[src/rtl/sram_b_port_arbiter.sv]
// sram_b_port_arbiter: arbitrates two requesters onto a 1W/1R SRAM and buffers one read response per requester
module sram_b_port_arbiter #(
    parameter bit RR_EN = 1'b1
) (
    input  logic             CLK,
    input  logic             RSTN,
    input  logic [1:0]       req_valid,
    output logic [1:0]       req_ready,
    input  logic [1:0]       req_we,
    input  logic [1:0][15:0] req_addr,
    input  logic [1:0][7:0]  req_data,
    input  logic [1:0][7:0]  req_wem,
    output logic [1:0]       rsp_valid,
    input  logic [1:0]       rsp_ready,
    output logic [1:0][7:0]  rsp_data,
    output logic             CE0,
    output logic [15:0]      A0,
    output logic [7:0]       D0,
    output logic             WE0,
    output logic [7:0]       WEM0,
    output logic             CE1,
    output logic [15:0]      A1,
    input  logic [7:0]       Q1,
    output logic [15:0]      conflict_cnt
);
    logic [1:0] inflight;
    logic       w_ptr;
    logic       r_ptr;
    logic [1:0] w_cand;
    logic [1:0] r_cand;
    logic       w_any;
    logic       r_any;
    logic       w_sel;
    logic       r_sel;
    logic       conflict;
    logic       r_fire;

    // pick one writer and one reader per cycle; a same-address read yields to the write
    always_comb begin
        w_cand    = RSTN ? req_valid & req_we : 2'b00;
        r_cand    = RSTN ? req_valid & ~req_we & ~inflight & ~rsp_valid : 2'b00;
        w_any     = |w_cand;
        r_any     = |r_cand;
        w_sel     = (&w_cand) ? (RR_EN ? w_ptr : 1'b0) : w_cand[1];
        r_sel     = (&r_cand) ? (RR_EN ? r_ptr : 1'b0) : r_cand[1];
        conflict  = w_any && r_any && (req_addr[w_sel] == req_addr[r_sel]);
        r_fire    = r_any && !conflict;
        CE0       = w_any;
        WE0       = w_any;
        A0        = w_any ? req_addr[w_sel] : 16'h0000;
        D0        = w_any ? req_data[w_sel] : 8'h00;
        WEM0      = w_any ? req_wem[w_sel] : 8'h00;
        CE1       = r_fire;
        A1        = r_fire ? req_addr[r_sel] : 16'h0000;
        req_ready = ({w_sel, ~w_sel} & {2{w_any}}) | ({r_sel, ~r_sel} & {2{r_fire}});
    end

    // pointers, conflict counter and the two-stage read return path
    always_ff @(posedge CLK) begin
        if (!RSTN) begin
            w_ptr        <= 1'b0;
            r_ptr        <= 1'b0;
            conflict_cnt <= 16'h0000;
            inflight     <= 2'b00;
            rsp_valid    <= 2'b00;
            rsp_data     <= '0;
        end else begin
            if (w_any) w_ptr <= ~w_sel;
            if (r_fire) r_ptr <= ~r_sel;
            if (conflict && conflict_cnt != 16'hFFFF) conflict_cnt <= conflict_cnt + 16'd1;
            inflight <= {r_sel, ~r_sel} & {2{r_fire}};
            for (int i = 0; i < 2; i++) begin
                if (inflight[i]) begin
                    rsp_valid[i] <= 1'b1;
                    rsp_data[i]  <= Q1;
                end else if (rsp_ready[i]) begin
                    rsp_valid[i] <= 1'b0;
                end
            end
        end
    end
endmodule

[config.mk]
export PLATFORM = sky130hd
export DESIGN_NAME = sram_b_port_arbiter
export DESIGN_NICKNAME = d
export VERILOG_FILES = /design/src/rtl/sram_b_port_arbiter.sv
export SDC_FILE = /design/constraint.sdc
export NUM_CORES = 1
export LEC_CHECK = 0
export ABC_AREA = 1
export BUFFER_PORTS_ARGS = -buffer_cell sky130_fd_sc_hd__clkbuf_2
export CAP_MARGIN = 20
export CORE_MARGIN = 4
export CORE_UTILIZATION = 40
export CTS_BUF_LIST = sky130_fd_sc_hd__clkbuf_16
export CTS_CLUSTER_SIZE = 10
export DETAILED_ROUTE_END_ITERATION = 10
export MAX_ROUTING_LAYER = met4
export PLACE_DENSITY = 0.7
export SLEW_MARGIN = 20
export SYNTH_ARGS = -nofsm -noshare
export SYNTH_HDL_FRONTEND = slang
export SYNTH_SLANG_ARGS = --single-unit
[constraint.sdc]
create_clock -name CLK -period 2.4 [get_ports CLK]
set_input_delay 0.24 -clock CLK [delete_from_list [all_inputs] [get_ports CLK]]
set_output_delay 0.24 -clock CLK [all_outputs]
set_load 0.01 [all_outputs]
==> flow_metrics.tcl, run 1 <==
set metrics [dict create \
    run_status "complete, but fails checks" \
    violations "setup timing" \
    via_count_of_the_first_global_routing_pass 5207 \
    gp_congestion 0.927 \
    synth.yosys.seq_area_share 0.203 \
    final_count_of_negative_setup_slack_endpoints 33 \
    clkSlewWorstSetupHoldPaths_ns 0.06 \
    peakVddDrop_uv 388 \
    path_delay_family "simple AND/OR/NAND/NOR gates" \
    commonest_cells_after_routing_fill_and_taps_aside "nand2_1 (177), clkbuf_2 (152), buf_4 (87)" \
    yosys.area_share.xor_xnor 0.0304 \
    setup.worst_path.class "reg2out" \
    synth_area_leader_cell "nand2_1" \
    largest_net_degree_at_the_start_of_global_routing 36 \
    cap_violations 0 \
    finish.instance_area_um2 6230 \
    final_period_minus_worst_setup_slack_ns 2.71 \
    maxSlewHeadroom 0.601 \
    max-clock-path-buffers 2 \
    hp-class "in2reg" \
    global_route_wire_length_before_repair_um 24000 \
    yosys_most_used_dff "dfxtp_1" \
    synth_simple_gate_area_share 0.562 \
    critical_path.endpoint_type "output pin" \
    synthArstFlopShare 0 \
    num_io_pins 167 \
    initial_core_util 0.409 \
    grt_util_all_layers 0.269 \
    first_iter_violations 451 \
    antenna_violations_before_repair 0 \
    port_buffers 166 \
    worst_slew_pin_slew_ns 0.597 \
    clock_sinks 38 \
    cp.arrival_ns 2.47 \
    final_common_cell "nand2_1" \
    yosys-top-cells-area "nand2_1 (20%), dfxtp_1 (20%), nand3_1 (12%)" \
    clock-skew-final_ns 0.00402 \
    number_of_nets_with_antenna_violations_after_detailed_routing 0 \
    hold-worst-slack_ns 0.142 \
    post_synth_inst_count 652 \
    post_synth_num_cell_types 34 \
    synth.ff_latch_count 38 \
    timing.final.hold_violations 0 \
    critPathMaxStageDelay_ns 0.33 \
    vias_after_detailed_routing 5383 \
    clock_tree.htree_level_count 2 \
    combinational_family_with_the_most_area_after_synthesis "simple AND/OR/NAND/NOR gates" \
    avgViaCountPerCell 5.27 \
    multi_input_area_um2 2940 \
    nNetsFinal 991 \
    synth_compound_gate_area_share 0.0783 \
    syn_area_um2 3740 \
    die-height_um 105 \
    postPlaceCellArea_um2 5170 \
    power.total_mw 2.37 \
    globalRouteOverflowTotal 0 \
    power_per_cell_area_nw_per_um2 381 \
    clk_root_buf "clkbuf_16" \
    post-synth-top-area-fraction 0.204 \
    yosys.area_share.adder 0.00334 \
    syn2layout_area_growth_pct 66.5 \
    final_critical_path_setup_slack_ns -0.306 \
    drt-total-wl_um 15200 \
    cellLeakagePower_nw 3.33 \
    cts_made_buffers 5 \
    slowest_stage "dfxtp_2" \
    period_utilisation_layout 1.13 \
    final_report_max_slew_violation_count 0 \
    remaining_drc_errors 0 \
    unrepaired_setup_endpoints_after_global_routing "yes" \
    post_synth_mux_area_share 0 \
    critPathRequiredTime_ns 2.16 \
    syn-mean-instance-area_um2 5.74 \
    fmaxAchievable_mhz 369 \
    worst-path-max-fanout 7 \
    fillerInstances 796 \
    dp_hpwl_um 10400 \
    cts_tree "built" \
    post_route_insts_no_fill 1022 \
    synth_nets 733 \
    synth.yosys.warnings 0 \
    sequential_cell_area_um2 766 \
    cp_num_buf_inv 5 \
    wl_per_cell_um 14.9 \
    critPathLaunchType "flop" \
    critical_path.cell_chain "nor2_4, nand2_4, nor2_8, buf_12, buf_12, nand3_4, buf_6, nand3_4, nand2_2, nor2_2, nand2_2, nor2_4, nand3_4, nand2_8, clkbuf_16, nor2_4, buf_6" \
    holdBufCountCts 0 \
    fin_tns_setup_ns -6.10 \
    drt_pass1_iterations 6 \
    die_width_um 105 \
    fin_util 0.680 \
    number_of_enable_flip_flop_cells_after_synthesis 0 \
    total_placed_cells_including_tap_cells 983 \
    core_region_area_um2 9150 \
    fp.dieArea_um2 11000 \
    core.rowCount 35 \
    layout-drive-gt1-share 0.461 \
    num_antenna_cells 0 \
    clock_insertion_delay_worst_skew_ns 0.28 \
    post-place-ws_ns -0.0911 \
]
==> cells in the mapped netlist, types with 10 or more instances <==
cell type,number
a21oi_1,20
dfxtp_1,38
inv_1,55
inv_2,11
nand2_1,203
nand2_2,15
nand3_1,87
nand3_2,10
nand4_1,21
nor2_1,97
o21ai_0,17
xor2_1,10
==> worst reg2reg max path: cells and delay by family, from the launching register on <==
| kind | cells | cell delay, ns |
|---|---|---|
| AND/OR/NAND/NOR | 8 | 0.89 |
| AO/OA/AOI/OAI | 1 | 0.17 |
| buffers and inverters | 9 | 1.07 |
| flip-flops | 1 | 0.34 |
==> registers in the layout, summed over array words and instances (netlist names) <==
name	flops
conflict_cnt	16
rsp_data	16
rsp_valid	2
inflight	2
w_ptr	1
r_ptr	1
==> repair_timing <==
action / CTS / global route
setup buffers: 20 / 6
endpoints found under the setup margin: 19 / 35
gates resized for setup: 48 / 82
hold endpoints to repair: 0 / 0
pin swaps: 17 / 25
gates cloned: 7 / 3
==> worst paths after layout <==
| path | from | endpoint | slack (ns) | cells after the start |
|---|---|---|---|---|
| max | rsp_valid[1]$_SDFFE_PN0P_ | A1[4] | -0.31 | 17 |
| max reg2reg | r_ptr$_SDFFE_PN0P_ | conflict_cnt[1]$_SDFFE_PN0P_ | -0.15 | 18 |
| min | rsp_ready[0] | rsp_valid[0]$_SDFFE_PN0P_ | 0.14 | 2 |
| min reg2reg | r_ptr$_SDFFE_PN0P_ | r_ptr$_SDFFE_PN0P_ | 0.49 | 2 |
==> logic make-up (layout without fill, tap and decap cells) <==
kind of cell    Yosys count  after routing
compound gates           50             50
xor+xnor                 13             13
fa+ha+maj                 1              1
buf+inv                  97            353
flops                    38             38
simple gates            453            456
==> routing by layer <==
layer  routed length, um  global-route usage
met5                   0                   -
met3                1220              0.0309
met1                6000               0.330
met4                 469              0.0731
met2                7540               0.470
==> area by class of cell <==
| cell class | count | area share |
|---|---|---|
| flip-flops and latches | 38 | 0.123 |
| clock inverters | 3 | 0.00723 |
| well taps | 111 | 0.0223 |
| multi-input cells | 520 | 0.471 |
| inverters | 70 | 0.0422 |
| repair buffers | 275 | 0.314 |
| clock buffers | 5 | 0.0201 |
==> power by group <==
part	internal (mW)	total [mW]	switching, mW
Clock	0.490	0.750	0.261
Combinational	0.418	0.952	0.533
Sequential	0.657	0.671	0.0148
Total	1.56	2.37	0.809
Note: power is estimated with default switching activity, not from simulation.
==> inputs of run 2 (changes only) <==
--- a/config.mk
+++ b/config.mk
@@ -6,15 +6,14 @@
 export NUM_CORES = 1
 export LEC_CHECK = 0
 export ABC_AREA = 1
-export BUFFER_PORTS_ARGS = -buffer_cell sky130_fd_sc_hd__clkbuf_2
 export CAP_MARGIN = 20
 export CORE_MARGIN = 4
 export CORE_UTILIZATION = 40
 export CTS_BUF_LIST = sky130_fd_sc_hd__clkbuf_16
 export CTS_CLUSTER_SIZE = 10
 export DETAILED_ROUTE_END_ITERATION = 10
+export DONT_BUFFER_PORTS = 1
 export MAX_ROUTING_LAYER = met4
-export PLACE_DENSITY = 0.7
 export SLEW_MARGIN = 20
 export SYNTH_ARGS = -nofsm -noshare
 export SYNTH_HDL_FRONTEND = slang
==> run 2 against run 1 <==
Net effect: the run still ends with setup timing left; flip-flop and latch count unchanged; routed wire length down 1.3%; clock power is 0.7% higher; via count is 12% lower; critical endpoint is now A1[10].
==> flow_metrics.tcl, run 2 (synthesis results as in run 1) <==
set metrics [dict create \
    run_status "complete, but fails checks" \
    violations "setup timing" \
    wl_per_cell_um 17.5 \
    dp_hpwl_um 9710 \
    remaining_drc_errors 0 \
    final_report_max_slew_violation_count 0 \
    power_per_cell_area_nw_per_um2 401 \
    clk_root_buf "clkbuf_16" \
    worst_slew_pin_slew_ns 0.565 \
    power.share.combinational 0.356 \
    fp.dieArea_um2 11000 \
    cp.arrival_ns 2.39 \
    swShare 0.343 \
    sequentialPowerShare 0.306 \
    clock_tree.htree_level_count 2 \
    final_count_of_negative_setup_slack_endpoints 23 \
    maxSlewHeadroom 0.623 \
    commonest_cells_after_routing_fill_and_taps_aside "nand2_1 (162), buf_4 (83), nor2_1 (79)" \
    cts_tree "built" \
    cap_violations 0 \
    initial_core_util 0.409 \
    largest_net_degree_at_the_start_of_global_routing 37 \
    critPathRequiredTime_ns 2.16 \
    power.internal_mw 1.46 \
    total_placed_cells_including_tap_cells 785 \
    num_io_pins 167 \
    grt_util_all_layers 0.241 \
    core.rowCount 35 \
    via_count_of_the_first_global_routing_pass 4434 \
    core_region_area_um2 9150 \
    period_utilisation_layout 1.10 \
    drt-total-wl_um 15000 \
    peakVddDrop_uv 302 \
    unrepaired_setup_endpoints_after_global_routing "yes" \
    global_route_wire_length_before_repair_um 21400 \
    cts_made_buffers 5 \
    vias_after_detailed_routing 4742 \
    clock-skew-final_ns 0.00176 \
    drt_pass1_iterations 5 \
    nNetsFinal 827 \
    worst-path-max-fanout 8 \
    die-height_um 105 \
    p_sw_mw 0.766 \
    first_iter_violations 242 \
    clkSlewWorstSetupHoldPaths_ns 0.06 \
    die_width_um 105 \
    clock_sinks 38 \
    holdBufCountCts 0 \
    timing.final.hold_violations 0 \
    cellLeakagePower_nw 2.64 \
    num_antenna_cells 0 \
    final_period_minus_worst_setup_slack_ns 2.63 \
    final_critical_path_setup_slack_ns -0.230 \
    post_route_insts_no_fill 858 \
    share_clk_of_total_power 0.339 \
    number_of_nets_with_antenna_violations_after_detailed_routing 0 \
    largest_registers "conflict_cnt x16, rsp_data x16" \
    final_common_cell "nand2_1" \
    setup.worst_path.class "reg2out" \
    hp-class "in2reg" \
    critical_path.endpoint_type "output pin" \
    globalRouteOverflowTotal 0 \
    clock_insertion_delay_worst_skew_ns 0.28 \
    gp_congestion 0.975 \
    antenna_violations_before_repair 0 \
    syn2layout_area_growth_pct 48.6 \
    power.total_mw 2.23 \
    port_buffers 0 \
    avgViaCountPerCell 5.53 \
    fmaxAchievable_mhz 380 \
    max-clock-path-buffers 2 \
    critPathLaunchType "flop" \
    layout-drive-gt1-share 0.375 \
    hold-worst-slack_ns 0.0424 \
]
-- run 2: changes by cell type in the layout (fill, tap and decap cells not counted), sizes merged --
cell / delta
buf: -13
bufbuf: -1
clkbuf: -150
-- run 2: layout make-up --
type / count / area [um2]
Tap cell: 111 / 139
Clock buffer: 5 / 125
Timing Repair Buffer: 111 / 1080
Clock inverter: 3 / 45.0
Sequential cell: 38 / 766
Multi-Input combinational cell: 520 / 3130
Inverter: 70 / 265
Fill cell: 815 / 3590
-- run 2: worst paths after layout --
path                                                start                       endpoint  slack, ns  depth (start not counted)
worst min-delay path                         rsp_ready[0]      rsp_valid[0]$_SDFFE_PN0P_       0.04                          1
worst max register to register         w_ptr$_SDFFE_PN0P_  conflict_cnt[12]$_SDFFE_PN0P_      -0.07                         18
worst min register to register         r_ptr$_SDFFE_PN0P_             r_ptr$_SDFFE_PN0P_       0.48                          2
worst max-delay path            rsp_valid[1]$_SDFFE_PN0P_                         A1[10]      -0.23                         16
-- run 2: metrics by stage --
stage                     cell area [um2]   util  setup TNS, ns  setup slack, ns
after floorplan                      3740      -              0            0.136
after global placement               4070  0.444              0           0.0644
after detailed placement             4070  0.444              0           0.0454
after CTS                            4770  0.522          -4.22           -0.195
after global routing                 5560  0.607          -7.55           -0.344
final                                5560  0.607          -4.07           -0.230
-- run 2: layer usage --
layer | global-route usage | share of wire
met2 | 0.428 | 0.50
met1 | 0.275 | 0.39
met3 | 0.0519 | 0.080
met4 | 0.0609 | 0.026
met5 | - | 0
-- run 2: power groups by stage --
stage / Combinational, mW / Clock, mW / Sequential, mW
finish: 0.793 / 0.755 / 0.682
global route: 0.857 / 0.786 / 0.684
CTS: 0.635 / 0.765 / 0.681
detailed placement: 0.540 / 0 / 0.694
global placement: 0.536 / 0 / 0.693
floorplan: 0.399 / 0 / 0.689
-- run 2: critical path, stage by stage, from the launching register on --
cell       delay (ns)
dfxtp_2          0.34
nor2_4           0.13
nand2_4          0.07
nor2_8           0.15
buf_6            0.14
nand2_8          0.11
nand2_4          0.10
nand2_1          0.05
nand2_1          0.10
nand2_1          0.06
nor2_1           0.10
nand2_1          0.08
nor2_2           0.13
nand3_2          0.13
nand2_4          0.15
clkbuf_16        0.21
a21oi_4          0.05
-- run 2: timing repair --
item / 4_1_cts / 5_1_grt
resized for setup: 54 / 122
setup buffers: 32 / 30
gates cloned: 4 / 5
pin swaps: 4 / 38
setup endpoints to repair: 19 / 36
